**config.mk**
```make
export PLATFORM = sky130hd
export DESIGN_NAME = uart_tx_fifo
export DESIGN_NICKNAME = d
export VERILOG_FILES = /design/src/rtl/uart_tx_fifo.sv
export SDC_FILE = /design/constraint.sdc
export NUM_CORES = 1
export LEC_CHECK = 0
export CORE_ASPECT_RATIO = 0.5
export CORE_MARGIN = 2
export CORE_UTILIZATION = 40
export DETAILED_ROUTE_END_ITERATION = 7
export GPL_ROUTABILITY_DRIVEN = 0
export PLACE_DENSITY_LB_ADDON = 0.12
export SETUP_SLACK_MARGIN = 0.3
export SLEW_MARGIN = 0
export SYNTH_ARGS = -nofsm -noshare
export SYNTH_HDL_FRONTEND = slang
export SYNTH_SLANG_ARGS = --single-unit
```
**constraint.sdc**
```tcl
create_clock -name clock -period 3 [get_ports clock]
set_input_delay 0.6 -clock clock [delete_from_list [all_inputs] [get_ports clock]]
set_output_delay 0.6 -clock clock [all_outputs]
set_load 0.01 [all_outputs]
```
**src/rtl/uart_tx_fifo.sv**
```systemverilog
// UART transmitter fed by a small synchronous FIFO. Frames are
// start, DATA_W data bits LSB first, optional parity, then stop bits.
module uart_tx_fifo #(
  parameter int DATA_W    = 8,
  parameter int CLK_DIV   = 16,
  parameter int DEPTH     = 4,
  parameter int PARITY    = 0,
  parameter int STOP_BITS = 1
) (
  input  logic                     clock,
  input  logic                     reset,
  input  logic                     wr_valid,
  output logic                     wr_ready,
  input  logic [DATA_W-1:0]        wr_data,
  output logic                     tx,
  output logic                     busy,
  output logic [$clog2(DEPTH):0]   level,
  output logic [2:0]               dbg_state
);

  localparam int   AW  = $clog2(DEPTH);
  localparam int   LW  = AW + 1;
  localparam int   DW  = (CLK_DIV > 2) ? $clog2(CLK_DIV) : 1;
  localparam int   BW  = $clog2(DATA_W);
  localparam logic HAS_PAR = (PARITY != 0);
  localparam logic ODD_PAR = (PARITY == 2);

  typedef enum logic [2:0] {IDLE, START, DATA, PAR, STOP} state_t;

  state_t            state_q, state_d;
  logic [DW-1:0]     div_q, div_d;
  logic [BW-1:0]     bit_q, bit_d;
  logic [DATA_W-1:0] shift_q, shift_d;
  logic              par_q, par_d;
  logic              tx_q, tx_d;
  logic [LW-1:0]     level_q, level_d;
  logic [AW-1:0]     wr_ptr_q, rd_ptr_q;
  logic [DATA_W-1:0] mem_q [DEPTH];
  logic              push, pop, div_end;

  // Handshake: a word transfers on a rising edge where wr_valid and wr_ready
  // are both high; wr_valid may stay high while wr_ready is low (no effect).
  assign wr_ready  = (level_q < LW'(DEPTH));
  assign push      = wr_valid && wr_ready;
  assign div_end   = (div_q == DW'(CLK_DIV - 1));
  assign tx        = tx_q;
  assign busy      = (state_q != IDLE);
  assign level     = level_q;
  assign dbg_state = state_q;

  always_comb begin
    state_d = state_q;
    div_d   = div_q;
    bit_d   = bit_q;
    shift_d = shift_q;
    par_d   = par_q;
    tx_d    = tx_q;
    pop     = 1'b0;
    case (state_q)
      IDLE: begin
        tx_d = 1'b1;
        if (level_q != '0) pop = 1'b1;
      end
      START: begin
        if (div_end) begin
          state_d = DATA;
          div_d   = '0;
          bit_d   = '0;
          tx_d    = shift_q[0];
          shift_d = shift_q >> 1;
        end else begin
          div_d = div_q + DW'(1);
        end
      end
      DATA: begin
        if (div_end) begin
          div_d = '0;
          if (bit_q == BW'(DATA_W - 1)) begin
            bit_d = '0;
            if (HAS_PAR) begin
              state_d = PAR;
              tx_d    = par_q;
            end else begin
              state_d = STOP;
              tx_d    = 1'b1;
            end
          end else begin
            bit_d   = bit_q + BW'(1);
            tx_d    = shift_q[0];
            shift_d = shift_q >> 1;
          end
        end else begin
          div_d = div_q + DW'(1);
        end
      end
      PAR: begin
        if (div_end) begin
          state_d = STOP;
          div_d   = '0;
          bit_d   = '0;
          tx_d    = 1'b1;
        end else begin
          div_d = div_q + DW'(1);
        end
      end
      STOP: begin
        if (div_end) begin
          div_d = '0;
          if (bit_q == BW'(STOP_BITS - 1)) begin
            bit_d = '0;
            if (level_q != '0) begin
              pop = 1'b1;
            end else begin
              state_d = IDLE;
              tx_d    = 1'b1;
            end
          end else begin
            bit_d = bit_q + BW'(1);
          end
        end else begin
          div_d = div_q + DW'(1);
        end
      end
      default: state_d = IDLE;
    endcase
    // Starting a frame always pops the head word, from IDLE or straight out of STOP.
    if (pop) begin
      state_d = START;
      div_d   = '0;
      bit_d   = '0;
      tx_d    = 1'b0;
      shift_d = mem_q[rd_ptr_q];
      par_d   = (^mem_q[rd_ptr_q]) ^ ODD_PAR;
    end
    level_d = level_q + LW'(push) - LW'(pop);
  end

  always_ff @(posedge clock) begin
    if (reset) begin
      state_q  <= IDLE;
      div_q    <= '0;
      bit_q    <= '0;
      shift_q  <= '0;
      par_q    <= 1'b0;
      tx_q     <= 1'b1;
      level_q  <= '0;
      wr_ptr_q <= '0;
      rd_ptr_q <= '0;
    end else begin
      state_q  <= state_d;
      div_q    <= div_d;
      bit_q    <= bit_d;
      shift_q  <= shift_d;
      par_q    <= par_d;
      tx_q     <= tx_d;
      level_q  <= level_d;
      wr_ptr_q <= wr_ptr_q + AW'(push);
      rd_ptr_q <= rd_ptr_q + AW'(pop);
    end
  end

  always_ff @(posedge clock) begin
    if (push) mem_q[wr_ptr_q] <= wr_data;
  end

endmodule

```
==> results.json <==
{
  "status": "completed",
  "synth_area_mm2": 0.00254,
  "dpl-instance-area_mm2": 0.00286,
  "ys_async_sr_fraction_pct": 0,
  "die_h_um": 60.3,
  "first_pass_iters": 4,
  "detail-route-antenna-nets": 0,
  "power.total_mw": 2.94,
  "setup_tns_ns": 0,
  "yosys.area.top_type": "edfxtp_1",
  "power_leakage_nw": 1.09,
  "worst_slew_pin_slew_ns": 0.873,
  "worstSetupEndpointType": "flip-flop",
  "post-cts-setup-buffers": 0,
  "clk_pin_slew_ns": 0.05,
  "wl_per_cell_um": 15.5,
  "drv_cap": 0,
  "syn_inst": 203,
  "fin_nets": 248,
  "max_freq_mhz": 417,
  "layout_common_cells": "32 x edfxtp_1, 26 x dfxtp_1, 19 x clkdlybuf4s50_1, 15 x a21oi_1, 14 x nor2_1",
  "root_buffer": "clkbuf_16",
  "critPathMaxFanout": 6,
  "track_usage_pct": 17.0,
  "yosysSeqAreaShare_pct": 58.3,
  "cts_buffers": 9,
  "synthTopCellsByArea": "edfxtp_1 38%, dfxtp_1 20%, mux4_2 7.1%",
  "synth.distinct_cells": 40,
  "synth_nets": 221,
  "via_per_inst": 5.26,
  "htreeDepth": 3,
  "finalMaxSlewViolations": 0,
  "finalHoldViolCount": 0,
  "numPortBuffers": 19,
  "slew_headroom_pct": 41.6,
  "layout-drive-gt1-share_pct": 16.2,
  "grt_pass1_vias": 1692,
  "drt-total-wl_um": 5000,
  "avgSynthCellArea_um2": 12.5,
  "path_class": "reg2reg",
  "finalSetupViolCount": 0,
  "post-route-period-util_pct": 79.9,
  "cts_resized": 0,
  "die_w_um": 117,
  "clk_latency_ns": 0.33,
  "cts_tree": "built",
  "antenna_found_initial": 0,
  "area_growth_syn_to_layout_pct": 25.8,
  "fin_crit_ns": 2.40,
  "start_util_pct": 41.6,
  "layout_commonest_cell": "edfxtp_1",
  "synth_top_area_share_pct": 37.8,
  "n_antenna_cell": 0,
  "boundaryPins": 20,
  "drc": 0,
  "synth_warnings": 0,
  "cp.arrival_ns": 2.61,
  "coreArea_mm2": 0.00611,
  "gr-total-overflow": 0,
  "ys.flop_type": "edfxtp_1",
  "fillers": 555,
  "synth_edf_count": 32,
  "grt_max_degree": 22,
  "rsz0062_at_grt": "false",
  "critPathLaunchType": "flip-flop",
  "powerDensity_mw_per_mm2": 919,
  "hp-class": "reg2reg",
  "grt_pass1_wl_um": 8430,
  "std_cell_rows": 20,
  "clk_path_buf_depth": 2,
  "cts.hold.buffers_added": 0,
  "vdd_ir_drop_max_uv": 515,
  "dp_hpwl_um": 3270,
  "die_area_mm2": 0.00704,
  "required_ns": 3.22,
  "num_vias": 1700,
  "drtIter0Drc": 92,
  "finClkSkew_ns": 0.00442,
  "ys_ff_latch": 58,
  "clock_sinks": 58,
  "final_area_mm2": 0.00320
}
report_power, final:
| part | switching [mW] | internal [mW] | total, mW |
|---|---|---|---|
| clock network | 0.335 | 0.791 | 1.13 |
| logic | 0.340 | 0.367 | 0.707 |
| registers | 0.124 | 0.980 | 1.10 |
registers in the layout, summed over array words and instances (netlist names):
name and count:
level 3, mem_q 32, tx 1, div_q 4, rd_ptr_q 2, shift_q 8
wr_ptr_q 2, dbg_state 3, bit_q 3
layer usage:
layer / global-route usage, % / wire (um) / vias up
li1: - / - / 822
met1: 22.5 / 2460 / 830
met2: 25.0 / 2140 / 42
met3: 8.39 / 336 / 6
met4: 5.38 / 62 / 0
met5: 0 / 0 / -
final timing paths:
path	from	endpoint	slack, ns	cells past startpoint
min reg2reg	shift_q[3]	shift_q[3]	0.49	2
max reg2reg	bit_q[0]	level[2]	0.60	13
max	bit_q[0]	level[2]	0.60	13
min	shift_q[3]	shift_q[3]	0.49	2
cell usage after synthesis, types with 5 or more instances:
master,number
a21oi_1,15
a32oi_1,8
buf_2,5
clkbuf_1,7
dfxtp_1,26
edfxtp_1,32
ha_1,6
inv_1,6
mux4_2,8
nand2_1,6
nand3_1,7
nor2_1,14
nor2b_1,6
nor3_1,7
o211ai_1,8
o21ai_0,5
logic make-up after synthesis:
kind of cell / after synthesis / synth area share [%]
XOR/XNOR: 5 / 1.72
AND/OR/NAND/NOR: 55 / 11.2
buffers and inverters: 19 / 3.20
flip-flops: 58 / 58.3
AO/OA/AOI/OAI: 47 / 13.1
adder cells (fa/ha/maj): 7 / 3.74
multiplexers: 12 / 8.72
cell type report:
class	count	area, um2	area share (%)
Sequential cell	58	1480	46.4
Multi-Input combinational cell	126	977	30.6
Clock buffer	12	267	8.34
Timing Repair Buffer	29	265	8.30
Tap cell	88	110	3.45
Clock inverter	4	72.6	2.27
Inverter	6	22.5	0.705
critical path: stages (launching register included):
cell and delay (ns):
dfxtp_1 0.37, inv_1 0.07, ha_1 0.20, nor2b_1 0.13, buf_4 0.15, a21o_1 0.19
nand2_1 0.12, xnor2_1 0.14, ha_1 0.16, inv_1 0.04, fa_1 0.37, xnor2_1 0.18
xnor2_1 0.14, nor2_1 0.05
stage by stage:
stage               setup slack (ns)  std cells  util [%]  hold WS [ns]
floorplan                      0.571        203         -         0.468
global placement               0.595        307      46.8         0.468
detailed placement             0.546        307      46.8         0.485
CTS                            0.601        323      52.3         0.490
global route                   0.414        323      52.3         0.510
finish                         0.603        323      52.3         0.488
(Power assumes the default switching activity.)
